--- src/rtl/int_ctrl.sv ---
// Interrupt controller that feeds the CPU's one-hot `interrupcion` input.
// It synchronises and edge-detects eight request lines into sticky pending
// bits and masks them. It delivers the lowest-index eligible source for HOLD
// cycles and then holds the output low for GAP cycles. The CPU has no
// acknowledge, so the hold time and the gap are timed by the controller.
module int_ctrl #(
   parameter int                 N_IRQ      = 8,
   parameter int                 HOLD       = 2,
   parameter int                 GAP        = 4,
   parameter logic [N_IRQ-1:0]   MASK_RESET = 8'hFF
) (
   input  logic             clk,
   input  logic             reset,
   input  logic [N_IRQ-1:0] irq_in,
   input  logic             mask_we,
   input  logic [N_IRQ-1:0] mask_in,
   input  logic             clr_we,
   input  logic [N_IRQ-1:0] clr_in,
   output logic [N_IRQ-1:0] interrupcion,
   output logic [N_IRQ-1:0] pending,
   output logic             busy
);

   localparam logic [7:0] HOLD_M1 = 8'(HOLD - 1);
   localparam logic [7:0] GAP_M1  = 8'(GAP - 1);

   typedef enum logic [1:0] {S_IDLE, S_ASSERT, S_GAP} state_t;

   state_t           state_q, state_d;
   logic [7:0]       cnt_q, cnt_d;
   logic [N_IRQ-1:0] s1_q, s1_d, s2_q, s2_d, s3_q, s3_d;
   logic [N_IRQ-1:0] pend_q, pend_d;
   logic [N_IRQ-1:0] mask_q, mask_d;
   logic [N_IRQ-1:0] intr_q, intr_d;
   logic [N_IRQ-1:0] edge_det, eligible, winner, deliver_mask, clr_mask;

   // Synchroniser chain, edge detect and mask register next values
   always_comb begin
      s1_d     = irq_in;
      s2_d     = s1_q;
      s3_d     = s2_q;
      edge_det = s2_q & ~s3_q;
      mask_d   = mask_we ? mask_in : mask_q;
      clr_mask = clr_we ? clr_in : '0;
      eligible = pend_q & mask_q;
   end

   // Lowest-index eligible source wins; the loop runs downward so bit 0 is written last
   always_comb begin
      winner = '0;
      for (int i = N_IRQ - 1; i >= 0; i--) begin
         if (eligible[i]) begin
            winner    = '0;
            winner[i] = 1'b1;
         end
      end
   end

   // Delivery FSM: latch the winner in IDLE, hold it, then force a quiet gap
   always_comb begin
      state_d      = state_q;
      cnt_d        = cnt_q;
      intr_d       = intr_q;
      deliver_mask = '0;
      case (state_q)
         S_IDLE: begin
            intr_d = '0;
            if (|eligible) begin
               intr_d       = winner;
               deliver_mask = winner;
               cnt_d        = HOLD_M1;
               state_d      = S_ASSERT;
            end
         end
         S_ASSERT: begin
            if (cnt_q == 8'd0) begin
               intr_d  = '0;
               cnt_d   = GAP_M1;
               state_d = S_GAP;
            end else begin
               cnt_d = cnt_q - 8'd1;
            end
         end
         S_GAP: begin
            intr_d = '0;
            if (cnt_q == 8'd0) begin
               state_d = S_IDLE;
            end else begin
               cnt_d = cnt_q - 8'd1;
            end
         end
         default: begin
            intr_d  = '0;
            state_d = S_IDLE;
         end
      endcase
   end

   // Pending latches: a fresh edge overrides both software clear and delivery clear
   always_comb begin
      pend_d = (pend_q & ~clr_mask & ~deliver_mask) | edge_det;
   end

   // State registers; reset drops the output and forgets all pending requests
   always_ff @(posedge clk or posedge reset) begin
      if (reset) begin
         s1_q    <= '0;
         s2_q    <= '0;
         s3_q    <= '0;
         pend_q  <= '0;
         mask_q  <= MASK_RESET;
         intr_q  <= '0;
         cnt_q   <= 8'd0;
         state_q <= S_IDLE;
      end else begin
         s1_q    <= s1_d;
         s2_q    <= s2_d;
         s3_q    <= s3_d;
         pend_q  <= pend_d;
         mask_q  <= mask_d;
         intr_q  <= intr_d;
         cnt_q   <= cnt_d;
         state_q <= state_d;
      end
   end

   assign interrupcion = intr_q;
   assign pending      = pend_q;
   assign busy         = (state_q != S_IDLE);

endmodule

--- config.mk ---
export PLATFORM = sky130hd
export DESIGN_NAME = int_ctrl
export DESIGN_NICKNAME = d
export VERILOG_FILES = /design/src/rtl/int_ctrl.sv
export SDC_FILE = /design/constraint.sdc
export NUM_CORES = 1
export LEC_CHECK = 0
export ABC_AREA = 1
export CAP_MARGIN = 20
export CORE_UTILIZATION = 45
export DETAILED_ROUTE_END_ITERATION = 10
export PLACE_DENSITY = 0.67
export SYNTH_ARGS = -nofsm -noshare
export SYNTH_HDL_FRONTEND = slang
export SYNTH_SLANG_ARGS = --single-unit
--- constraint.sdc ---
create_clock -name clk -period 2.16 [get_ports clk]
set_clock_uncertainty 0.2 [all_clocks]
set_input_delay 0.324 -clock clk [delete_from_list [all_inputs] [get_ports clk]]
set_output_delay 0.324 -clock clk [all_outputs]
set_load 0.01 [all_outputs]
Word-level counts from Yosys, hierarchy flattened
Cells that the tools add are included.
- bits in registers: 58
- input bits: 28
- output and inout bits: 17
- word-level logic and storage cells: 51
- add/sub/neg operators: 1
- equal/unequal tests: 6
- multiplexer cells: 21
- bitwise logic cells: 8
- reductions and logical operators: 7
- operators with widths (cell ; count):
    8-bit two-way mux ; 15
    8-bit AND ; 4
    8-bit inverter ; 3
    8-bit case mux with 3 select lines ; 1
    8-bit case mux with 2 select lines ; 1
    8-bit zero test ; 1
    2-bit inequality test (second input constant) ; 4
    8-bit OR ; 1
    8-bit OR reduction ; 1
    8-bit by 1-bit subtractor with 8-bit output (second input constant) ; 1
    2-bit two-way mux ; 3
    2-bit case mux with 3 select lines ; 1
    3-bit AND reduction ; 2
    3-bit nonzero test ; 1
    2-bit by 1-bit == test with 1-bit output (second input constant) ; 1
    2-bit == test (second input constant) ; 1
    2-bit zero test ; 1
    2-bit nonzero test ; 1

Depth between registers and ports, before layout
Gate-level depths: netlist (run 1).
- depth in word-level cells: 14
- gate-level depth with buffers: 11
- gate-level depth less buffers: 11

Least setup slack after synthesis (run 1)
No wires, ideal clock.
- path type: register -> register
- from: register state_q[0]
- to: register cnt_q[3]
- library setup time: 118 ps
- arrival: 1382 ps
- data required time: 1842 ps
- slack: 460 ps
- stages on the path, launching flop included: 11
- path buffers: 1
- period minus slack after synthesis: 1700 ps
- path through: dfrtp_1 -> inv_1 -> ha_1 -> inv_2 -> nor2_2 -> nand3_2 -> inv_1 -> nor2_4 -> buf_6 -> nand3_1 -> nand2_1
- word-level cells in the longest chain between the ends: 3
- elaborated cells on any way between the ends: 8
- classes of those cells: eq/ne (4); mux (1); reduce/logical (3)
- RTL lines (what ; RTL line ; RTL):
    from (decl) ; 29 ; state_t state_q, state_d;
    from (signal assigned) ; 123 ; state_q <= state_d;
    2-bit == test, or another cell as far along ; 65 ; case (state_q)
    2-bit inequality test (no line) or 3-bit nonzero test (tied branches) ; - ;
    3-bit AND reduction (no line) ; - ;
    to (signal assigned) ; 122 ; cnt_q <= cnt_d;
    to (decl) ; 30 ; logic [7:0] cnt_q, cnt_d;
Several ways; a longest one is shown, not always the timed one.
A chain may end at the register's enable or synchronous reset.

Worst setup path in the final report (run 1)
- from: register state_q[0]
- to: output busy
- word-level cells in the longest chain between the ends: 1
- RTL lines (what ; RTL line ; RTL):
    2-bit nonzero test ; 129 ; assign busy = (state_q != S_IDLE);
    to (decl) ; 21 ; output logic busy
No other way between the ends.

==> flow_metrics.env, run 1 <==
export IMPL_synth_fp_nets=282
export IMPL_final_cell_count_no_fill=376
export IMPL_drtIter0Drc=116
export IMPL_critical_path_sink_type="primary output"
export IMPL_netlist_instances=248
export IMPL_largest_fanout_of_any_net_on_the_critical_path=7
export IMPL_synthTopCellsByArea="sky130_fd_sc_hd__dfrtp_1 50%, sky130_fd_sc_hd__dfstp_2 8.3%, sky130_fd_sc_hd__nand2_1 7.4%"
export IMPL_synth_top_family_by_area="simple AND/OR/NAND/NOR gates"
export IMPL_data_required_time_of_the_critical_path_ps=1640
export IMPL_rows=26
export IMPL_place_detailed_instances=360
export IMPL_grt_start_max_net_pins=25
export IMPL_run_status="finished, final reports clean"
export IMPL_muxShareOfSynthArea_pct=3.12
export IMPL_drt_pass1_iterations=4
export IMPL_yosys_warnings=0
export IMPL_max_clock_path_buffers=2
export IMPL_numPortBuffers=44
export IMPL_max_cap_violations=0
export IMPL_chipWidth_um=76.9
export IMPL_cp_start_kind="flop"
export IMPL_worst_ir_drop_vdd_mv=0.539
export IMPL_design_core_area_sq_um=5240
export IMPL_cts_max_level=3
export IMPL_worstMarginPinSlew_ps=459
export IMPL_cp_data_arrival_time_ps=1530
export IMPL_synthesized_area_fraction_occupied_by_ao_oa_aoi_and_oai_cells_pct=8.23
export IMPL_synth_distinct_cells=27
export IMPL_period_needed_ps=2050
export IMPL_num_antenna_cells=0
export IMPL_relSlewSlack_pct=69.4
export IMPL_fin_crit_sh_pct=95.0
export IMPL_synth_area_leader_cell="sky130_fd_sc_hd__dfrtp_1"
export IMPL_yosys_top_cells_count="50 x sky130_fd_sc_hd__dfrtp_1, 50 x sky130_fd_sc_hd__nand2_1, 28 x sky130_fd_sc_hd__inv_1, 22 x sky130_fd_sc_hd__nand3_1, 18 x sky130_fd_sc_hd__o21ai_0"
export IMPL_cts_made_buffers=9
export IMPL_fmaxAchievable_ghz=0.487
export IMPL_ctsRootBufferMaster="sky130_fd_sc_hd__clkbuf_8"
export IMPL_final_cell_area_sq_um=3290
export IMPL_wl_per_cell_um=13.9
export IMPL_netlist_area_leader_share_pct=49.6
export IMPL_place_congestion=0.802
export IMPL_fin_setup_tns_ps=0
export IMPL_initial_antenna_violation_count=0
export IMPL_synth_simple_gate_area_share_pct=21.1
export IMPL_synth_top_flop_cell="sky130_fd_sc_hd__dfrtp_1"
export IMPL_share_of_synthesized_cell_area_in_full_adder_half_adder_and_majority_cells_pct=2.97
export IMPL_initial_utilization_pct=48.2
export IMPL_ios=45
export IMPL_postCtsSetupBuffers=0
export IMPL_dp_hpwl_um=3760
export IMPL_power_leakage_nw=1.53
export IMPL_worstSkewPairLatency_ps=330
export IMPL_ant_nets=0
export IMPL_area_delta_synth_final_pct=30.3
export IMPL_critical_path_class="reg2out"
export IMPL_grt_use_total_pct=20.2
export IMPL_proportion_of_register_bits_with_asynchronous_set_or_reset_after_synthesis_pct=100
export IMPL_grt_pass1_vias=1925
export IMPL_cts_reportedPaths_clkPinSlew_ps=70
export IMPL_grt_first_pass_wirelength_um=8920
export IMPL_grt_overflow=0
export IMPL_totalWireLength_um=5220
export IMPL_die_area_sq_um=5910
export IMPL_timing_final_max_slew_violations=0
export IMPL_synth_seq_area_share_pct=57.9
export IMPL_cts_tree="yes"
export IMPL_rsz_0062_raised_after_global_routing="no"
export IMPL_syn_area_per_cell_sq_um=10.2
export IMPL_post_route_cells_drive_above_1_share_pct=19.6
export IMPL_via_density=4.96
export IMPL_dpl_instance_area_sq_um=3060
export IMPL_synth_edff_count=0
export IMPL_synth_xor_area_share_pct=0.694
export IMPL_syn_area_sq_um=2520
export IMPL_number_of_nets_in_the_layout=335
export IMPL_finalCoreUtilization_pct=62.8
export IMPL_power_density_nw_per_um2=1260
export IMPL_via_count=1864
export IMPL_synth_ff_latch_count=58
export IMPL_hold_violations=0
export IMPL_sinks_on_clock_net=58
export IMPL_die_height_um=76.9
export IMPL_hp_class="in2async"
export IMPL_total_of_endpoints_with_negative_setup_slack_in_the_final_report=0
export IMPL_drc_errors=0
==> layout by cell type (no fill, tap or decap) <==
master                            instances
sky130_fd_sc_hd__o21ai_1                  2
sky130_fd_sc_hd__o21ai_2                  8
sky130_fd_sc_hd__ha_1                     6
sky130_fd_sc_hd__nand2_2                  3
sky130_fd_sc_hd__inv_1                   27
sky130_fd_sc_hd__o211ai_1                 1
sky130_fd_sc_hd__dlygate4sd2_1            1
sky130_fd_sc_hd__xor2_1                   2
sky130_fd_sc_hd__nand2_1                 50
sky130_fd_sc_hd__nor2_4                   3
sky130_fd_sc_hd__mux2_2                   7
sky130_fd_sc_hd__bufinv_16                2
sky130_fd_sc_hd__nand3_4                  1
sky130_fd_sc_hd__clkinv_4                 1
sky130_fd_sc_hd__nor2_1                   9
sky130_fd_sc_hd__nor3_1                   1
sky130_fd_sc_hd__clkdlybuf4s50_1         43
sky130_fd_sc_hd__dfrtp_1                 50
sky130_fd_sc_hd__clkbuf_8                11
sky130_fd_sc_hd__nand3_1                 22
sky130_fd_sc_hd__clkinv_2                 1
sky130_fd_sc_hd__o21bai_1                 1
sky130_fd_sc_hd__nand2_4                  3
sky130_fd_sc_hd__o31ai_1                  1
sky130_fd_sc_hd__nor2_2                   2
sky130_fd_sc_hd__nand4_1                  8
sky130_fd_sc_hd__inv_2                    5
sky130_fd_sc_hd__clkbuf_1                 1
sky130_fd_sc_hd__buf_12                   2
sky130_fd_sc_hd__dfstp_2                  8
sky130_fd_sc_hd__a21oi_1                  3
sky130_fd_sc_hd__o21ai_0                 18
sky130_fd_sc_hd__nand3_2                  3
==> registers in the layout, summed over array words and instances, names as in the netlist <==
| name | count |
|---|---|
| cnt_q | 8 |
| interrupcion | 8 |
| mask_q | 8 |
| pending | 8 |
| s1_q | 8 |
| s2_q | 8 |
| s3_q | 8 |
| state_q | 2 |
==> final timing paths <==
kind / endpoint / slack (ps) / from / cells past startpoint
hold reg to reg: s2_q[6] / 150 / s1_q[6] / 0
hold / removal: pending[5] / 120 / reset / 2
setup / recovery: busy / 110 / state_q[0] / 4
max in group asynchronous: mask_q[3] / 1080 / reset / 3
setup reg to reg: cnt_q[7] / 250 / state_q[0] / 10
min in group clk: s2_q[6] / 150 / s1_q[6] / 0
==> layout make-up <==
type	instances	area [sq um]
fillers	451	1950
flip-flops and latches	58	1460
multi-input cells	154	912
repair buffers	46	479
clock buffers	12	155
inverters	32	120
well taps	70	87.6
clock inverters	4	73.8
==> critical path, stage by stage, from the launching register on <==
cell and delay, ps:
sky130_fd_sc_hd__dfrtp_1 410, sky130_fd_sc_hd__inv_1 90, sky130_fd_sc_hd__ha_1 270, sky130_fd_sc_hd__inv_2 140
sky130_fd_sc_hd__dlygate4sd2_1 290
==> cell families (layout without fill, tap and decap cells) <==
kind of cell | after synthesis | in the layout
multiplexers | 7 | 7
buffers and inverters | 36 | 94
AND/OR/NAND/NOR | 105 | 105
adder cells (fa/ha/maj) | 6 | 6
AO/OA/AOI/OAI | 34 | 34
flip-flops | 58 | 58
XOR/XNOR | 2 | 2
==> metrics by stage <==
step | worst slack, ps | power [mW] | hold WS [ps]
global route | 59.9 | 4.44 | 144
finish | 109 | 4.14 | 119
floorplan | 221 | 2.60 | 131
CTS | 103 | 4.18 | 121
detailed placement | 229 | 3.03 | 135
global placement | 255 | 3.00 | 132
==> metal layers <==
layer	GRT usage, %	part of all wire (%)	up-vias
met2	32.2	48	36
met1	25.7	47	904
met5	0	0	-
met4	8.08	1.4	0
li1	-	-	918
met3	5.95	3.4	6
==> report_power, final <==
group	leakage (nW)	switching (mW)	internal [mW]	total (mW)
Sequential	0.698	0.150	1.27	1.42
Clock	0.117	0.422	0.713	1.13
Combinational	0.717	0.990	0.598	1.59
Total	1.53	1.56	2.58	4.14
==> timing repair <==
| action | in CTS | in global routing |
|---|---|---|
| gates resized for setup | 1 | 0 |
| hold buffers | 0 | 0 |
| hold endpoints to repair | 0 | 0 |
| endpoints found under the setup margin | 1 | 0 |
Power figures use the tool's default switching activity.
==> run 2, diff against run 1 <==
- PLACE_DENSITY: 0.67 -> 0.7
- clock period: 2.16 -> 1.75 ns (I/O delays scaled with it)
==> run 2 against run 1 <==
Against the previous run: via count grew 3.5%; combinational power grew 43%; final area grew 3.7%; register-to-register slack lost 170 ps; clock power is essentially flat; largest power group unchanged.
==> flow_metrics.env, run 2 (synthesized netlist as in run 1, its figures left out) <==
export IMPL_ctsRootBufferMaster="sky130_fd_sc_hd__clkbuf_8"
export IMPL_slowest_delay_ps=550
export IMPL_p_seq_share_pct=33.6
export IMPL_final_cell_area_sq_um=3410
export IMPL_critical_path_class="reg2out"
export IMPL_num_antenna_cells=0
export IMPL_power_combinational_fraction_pct=43.9
export IMPL_cts_max_level=3
export IMPL_die_height_um=76.9
export IMPL_die_area_sq_um=5910
export IMPL_cp_data_arrival_time_ps=1250
export IMPL_drtIter0Drc=70
export IMPL_fin_setup_tns_ps=0
export IMPL_period_needed_ps=1720
export IMPL_worstMarginPinSlew_ps=350
export IMPL_via_count=1929
export IMPL_wl_per_cell_um=13.6
export IMPL_power_density_nw_per_um2=1520
export IMPL_netSwitchingPower_mw=2.00
export IMPL_rows=26
export IMPL_area_delta_synth_final_pct=35.2
export IMPL_initial_antenna_violation_count=0
export IMPL_critical_path_top_delay_family="buffers and inverters"
export IMPL_cts_tree="yes"
export IMPL_cts_made_buffers=9
export IMPL_fmaxAchievable_ghz=0.583
export IMPL_cp_start_kind="flop"
export IMPL_ios=45
export IMPL_initial_utilization_pct=48.2
export IMPL_power_leakage_nw=1.63
export IMPL_max_clock_path_buffers=2
export IMPL_worstSkewPairLatency_ps=330
export IMPL_critical_path_reg2reg_endpoint="cnt_q[6]"
export IMPL_numPortBuffers=44
export IMPL_number_of_nets_in_the_layout=349
export IMPL_rrSetupSlack_ps=80
export IMPL_max_cap_violations=0
export IMPL_worst_ir_drop_vdd_mv=0.683
export IMPL_internal_power_mw=3.17
export IMPL_grt_use_total_pct=20.2
export IMPL_largest_fanout_of_any_net_on_the_critical_path=2
export IMPL_run_status="finished, final reports clean"
export IMPL_grt_start_max_net_pins=30
export IMPL_worst_hold_slack_ps=38.1
export IMPL_fin_crit_sh_pct=98.1
export IMPL_commonest_cells_after_routing_fill_and_taps_aside="50 x sky130_fd_sc_hd__nand2_1, 50 x sky130_fd_sc_hd__dfrtp_1, 37 x sky130_fd_sc_hd__clkdlybuf4s50_1"
export IMPL_timing_final_max_slew_violations=0
export IMPL_total_of_endpoints_with_negative_setup_slack_in_the_final_report=0
export IMPL_design_core_area_sq_um=5240
export IMPL_rsz_0062_raised_after_global_routing="yes"
export IMPL_finalCoreUtilization_pct=65.1
export IMPL_grt_overflow=0
export IMPL_ant_nets=0
export IMPL_cts_reportedPaths_clkPinSlew_ps=60
export IMPL_drc_errors=0
export IMPL_relSlewSlack_pct=76.6
export IMPL_critical_path_sink_type="primary output"
export IMPL_hp_class="in2async"
export IMPL_dpl_instance_area_sq_um=3150
export IMPL_chipWidth_um=76.9
export IMPL_power_share_switching_pct=38.7
export IMPL_place_congestion=0.822
export IMPL_dp_hpwl_um=3970
export IMPL_timing_rr_start="state_q[1]"
export IMPL_slowest_stage="sky130_fd_sc_hd__clkdlybuf4s50_1"
export IMPL_drt_pass1_iterations=4
export IMPL_hold_violations=0
export IMPL_clock_power_share_pct=22.5
export IMPL_r2r_worst_path_cells=10
export IMPL_via_density=4.96
export IMPL_totalWireLength_um=5300
export IMPL_cp_cell_sequence="clkdlybuf4s50_1"
export IMPL_grt_pass1_vias=1961
export IMPL_critical_path_buf_inv_count=1
export IMPL_grt_first_pass_wirelength_um=9110
export IMPL_post_route_cells_drive_above_1_share_pct=26.0
export IMPL_sinks_on_clock_net=58
export IMPL_data_required_time_of_the_critical_path_ps=1290
[run 2: what timing repair did]
action	CTS	global route
gates cloned	0	0
setup buffers	2	2
hold buffers	0	0
pin swaps	0	2
gates resized for setup	4	23
endpoints found under the setup margin	2	18
[run 2: layer usage]
layer	global-route usage, %	wire length (um)	vias up
met5	0	0	-
li1	-	-	946
met2	32.7	2560	37
met3	4.64	164	9
met1	25.6	2490	937
met4	9.23	89	0
[run 2: how the worst max path moves through the flow]
| stage | startpoint | end | slack (ps) | cells past startpoint |
|---|---|---|---|---|
| floorplan | state_q[0] | cnt_q[3] | 50 | 10 |
| global placement | state_q[0] | busy | 60 | 4 |
| detailed placement | state_q[0] | busy | 20 | 4 |
| CTS | pending[6] | pending[6] | 5 | 1 |
| global route | cnt_q[0] | state_q[1] | -10 | 9 |
| finish | pending[4] | pending[4] | 30 | 1 |
[run 2: layout make-up]
cell class	instances	area, sq um
clock inverter	5	56.3
clock buffer	10	128
fill	446	1830
sequential	58	1460
timing repair buffer	60	608
multi-input combinational	154	943
tap	70	87.6
inverter	32	126
[run 2: per-stage QoR]
| step | instances | total power [mW] | setup WS, ps |
|---|---|---|---|
| 5_1_grt | 389 | 5.54 | -10.0 |
| 4_1_cts | 387 | 5.11 | 4.68 |
| 2_1_floorplan | 248 | 3.20 | 49.9 |
| 3_3_place_gp | 370 | 3.89 | 60.4 |
| 3_5_place_dp | 370 | 3.93 | 22.6 |
| 6_report | 389 | 5.18 | 33.5 |
[run 2: power by group through the flow]
stage          Clock, mW  Sequential (mW)  Combinational, mW
2_1_floorplan          0             1.76               1.44
3_3_place_gp           0             1.75               2.13
3_5_place_dp           0             1.76               2.17
4_1_cts             1.18             1.74               2.18
5_1_grt             1.24             1.77               2.53
6_report            1.16             1.74               2.27
==> run 3, diff against run 2 <==
- ABC_AREA: 1 -> unset
- DONT_BUFFER_PORTS: unset -> 1
- PLACE_DENSITY: 0.7 -> 0.59
- SLEW_MARGIN: unset -> 40
==> run 3 against run 2 <==
Against the previous run: wire length rose by 19%; non-clock buffer count up 26; largest power group unchanged; core utilization is 7.6 points higher; clock power barely moved; die area shrank 5.5%; critical endpoint is now cnt_q[7]; highest routed layer unchanged; the flow now finishes with violations (negative setup slack); largest cell class unchanged.
==> flow_metrics.env, run 3 <==
export IMPL_run_status="complete, but fails checks"
export IMPL_failing_checks="negative setup slack"
export IMPL_via_density=5.23
export IMPL_syn_area_per_cell_sq_um=11.5
export IMPL_drt_pass1_iterations=4
export IMPL_data_required_time_of_the_critical_path_ps=1790
export IMPL_critical_path_class="reg2reg"
export IMPL_fmaxAchievable_ghz=0.529
export IMPL_period_needed_ps=1890
export IMPL_drtIter0Drc=70
export IMPL_worst_hold_slack_ps=155
export IMPL_ctsRootBufferMaster="sky130_fd_sc_hd__clkbuf_8"
export IMPL_worstSkewPairLatency_ps=330
export IMPL_sinks_on_clock_net=58
export IMPL_synth_distinct_cells=42
export IMPL_hp_class="reg2reg"
export IMPL_worstHoldPathCells=0
export IMPL_slowest_stage="sky130_fd_sc_hd__dfrtp_1"
export IMPL_synth_area_leader_cell="sky130_fd_sc_hd__dfrtp_1"
export IMPL_ant_nets=0
export IMPL_synth_xor_area_share_pct=0
export IMPL_netlist_instances=207
export IMPL_muxShareOfSynthArea_pct=4.20
export IMPL_synthMostInstantiatedCell="sky130_fd_sc_hd__dfrtp_1"
export IMPL_rows=26
export IMPL_fin_total_pwr_mw=5.34
export IMPL_cp_data_arrival_time_ps=1930
export IMPL_worstMarginPinSlew_ps=574
export IMPL_critical_path_reg2reg_endpoint="cnt_q[7]"
export IMPL_synth_top_family_by_area="compound AO/OA/AOI/OAI gates"
export IMPL_cts_reportedPaths_clkPinSlew_ps=70
export IMPL_most_frequent_standard_cell_in_the_layout_excluding_fill_and_tap_cells="sky130_fd_sc_hd__dfrtp_1"
export IMPL_synth_top_flop_cell="sky130_fd_sc_hd__dfrtp_1"
export IMPL_fin_ws_ps=-142
export IMPL_totalWireLength_um=6300
export IMPL_num_antenna_cells=0
export IMPL_synth_edff_count=0
export IMPL_cp_cell_sequence="inv_2 -> ha_4 -> nor3b_4 -> and2_4 -> o22a_4 -> nand3_4 -> o31ai_2"
export IMPL_fin_crit_sh_pct=108
export IMPL_die_area_sq_um=5590
export IMPL_chipWidth_um=74.7
export IMPL_critical_path_sink_type="flop"
export IMPL_pre_cts_slack_ps=-189
export IMPL_initial_utilization_pct=46.6
export IMPL_grt_overflow=0
export IMPL_die_height_um=74.7
export IMPL_initial_antenna_violation_count=0
export IMPL_cts_made_buffers=9
export IMPL_wl_per_cell_um=16.8
export IMPL_post_route_cells_drive_above_1_share_pct=46.4
export IMPL_yosys_top_cells_count="50 x sky130_fd_sc_hd__dfrtp_1, 35 x sky130_fd_sc_hd__nand2_1, 16 x sky130_fd_sc_hd__inv_1, 15 x sky130_fd_sc_hd__o21ai_0, 12 x sky130_fd_sc_hd__nand3_1"
export IMPL_yosys_warnings=0
export IMPL_area_delta_synth_final_pct=56.0
export IMPL_hold_path_end="s2_q[0]"
export IMPL_drc_errors=0
export IMPL_fin_setup_tns_ps=-1140
export IMPL_hold_violations=0
export IMPL_synth_ff_latch_count=58
export IMPL_proportion_of_register_bits_with_asynchronous_set_or_reset_after_synthesis_pct=100
export IMPL_synth_simple_gate_area_share_pct=13.0
export IMPL_place_congestion=0.863
export IMPL_ios=45
export IMPL_worst_ir_drop_vdd_mv=0.728
export IMPL_cp_start_kind="flop"
export IMPL_cts_max_level=3
export IMPL_commonest_cells_after_routing_fill_and_taps_aside="50 x sky130_fd_sc_hd__dfrtp_1, 45 x sky130_fd_sc_hd__buf_4, 34 x sky130_fd_sc_hd__dlygate4sd3_1"
export IMPL_r2r_worst_path_cells=7
export IMPL_max_clock_path_buffers=2
export IMPL_numPortBuffers=0
export IMPL_holdCritStartpoint="s1_q[0]"
export IMPL_cts_tree="yes"
export IMPL_total_of_endpoints_with_negative_setup_slack_in_the_final_report=18
export IMPL_synthesized_area_fraction_occupied_by_ao_oa_aoi_and_oai_cells_pct=15.1
export IMPL_number_of_nets_in_the_layout=335
export IMPL_timing_final_max_slew_violations=0
export IMPL_relSlewSlack_pct=61.8
export IMPL_largest_fanout_of_any_net_on_the_critical_path=4
export IMPL_synthTopCellsByArea="sky130_fd_sc_hd__dfrtp_1 53%, sky130_fd_sc_hd__dfstp_2 8.8%, sky130_fd_sc_hd__nand2_1 5.5%"
export IMPL_design_core_area_sq_um=5110
export IMPL_max_cap_violations=0
export IMPL_rsz_0062_raised_after_global_routing="yes"
export IMPL_via_count=1966
export IMPL_grt_first_pass_wirelength_um=9340
export IMPL_syn_area_sq_um=2380
export IMPL_synth_fp_nets=241
export IMPL_grt_pass1_vias=2054
export IMPL_dpl_instance_area_sq_um=2810
export IMPL_netlist_area_leader_share_pct=52.5
export IMPL_dp_hpwl_um=3780
export IMPL_final_cell_area_sq_um=3710
export IMPL_share_of_synthesized_cell_area_in_full_adder_half_adder_and_majority_cells_pct=3.15
export IMPL_grt_start_max_net_pins=42
export IMPL_grt_use_total_pct=23.3
export IMPL_power_density_nw_per_um2=1440
export IMPL_slowest_delay_ps=400
export IMPL_timing_rr_start="cnt_q[0]"
export IMPL_synth_seq_area_share_pct=61.4
export IMPL_rrSetupSlack_ps=-140
export IMPL_power_leakage_nw=1.66
==> run 3: changes by cell type in the layout (fill, tap and decap cells not counted), sizes merged, moves of 4 or more <==
cell | previous run | this run
nand4 | 8 | 1
buf | 17 | 52
o21ai | 28 | 17
a21boi | 0 | 4
dlymetal6s2s | 6 | 0
nand3 | 26 | 13
dlygate4sd3 | 0 | 34
nand2 | 56 | 35
clkdlybuf4s50 | 37 | 0
inv | 31 | 15
nor2 | 14 | 2
a21oi | 3 | 13
==> run 3: layout make-up <==
type / instances / area (sq um)
Clock buffer: 10 / 128
Clock inverter: 6 / 57.6
Fill cell: 343 / 1390
Inverter: 16 / 63.8
Multi-Input combinational cell: 130 / 1150
Sequential cell: 58 / 1460
Tap cell: 70 / 87.6
Timing Repair Buffer: 86 / 769
==> run 3: layer usage <==
layer / part of all wire [%] / global-route usage [%]
met2: 52 / 38.6
met5: 0 / 0
met4: 2.3 / 13.0
met1: 41 / 26.4
met3: 5.0 / 8.17
==> run 3: repair_timing <==
action | 4_1_cts | 5_1_grt
endpoints found under the setup margin | 23 | 23
pin swaps | 22 | 16
gates cloned | 1 | 0
hold buffers | 34 | 0
hold endpoints to repair | 77 | 0
buffers inserted | 9 | 3
resized for setup | 36 | 37
==> run 3: cell families after synthesis <==
kind of cell | Yosys count
AND/OR/NAND/NOR | 62
multiplexers | 9
AO/OA/AOI/OAI | 52
buffers and inverters | 20
flip-flops | 58
adder cells (fa/ha/maj) | 6
==> run 3: worst max-delay path, delay by kind of cell, from the launching register on <==
family                   cells  cell delay [ps]
AO/OA/AOI/OAI                2              360
adder cells (fa/ha/maj)      1              130
buffers and inverters        1               90
flip-flops                   1              400
AND/OR/NAND/NOR              3              610
==> run 3: worst max path at each step <==
stage / startpoint / endpoint
after floorplan: state_q[0] / cnt_q[7]
after global placement: state_q[1] / cnt_q[6]
after detailed placement: cnt_q[0] / cnt_q[3]
after CTS: state_q[0] / cnt_q[3]
after global routing: cnt_q[0] / cnt_q[7]
final: cnt_q[0] / cnt_q[7]
==> run 3: per-stage QoR <==
stage,util [%],std cells
global placement,55.1,314
CTS,70.0,373
detailed placement,55.1,314
global route,72.7,376
finish,72.7,376
floorplan,-,207
==> run 3: power breakdown <==
| group | internal (mW) | total, mW | switching (mW) |
|---|---|---|---|
| Clock | 0.647 | 1.16 | 0.516 |
| Sequential | 1.54 | 1.70 | 0.164 |
| Combinational | 1.25 | 2.47 | 1.22 |
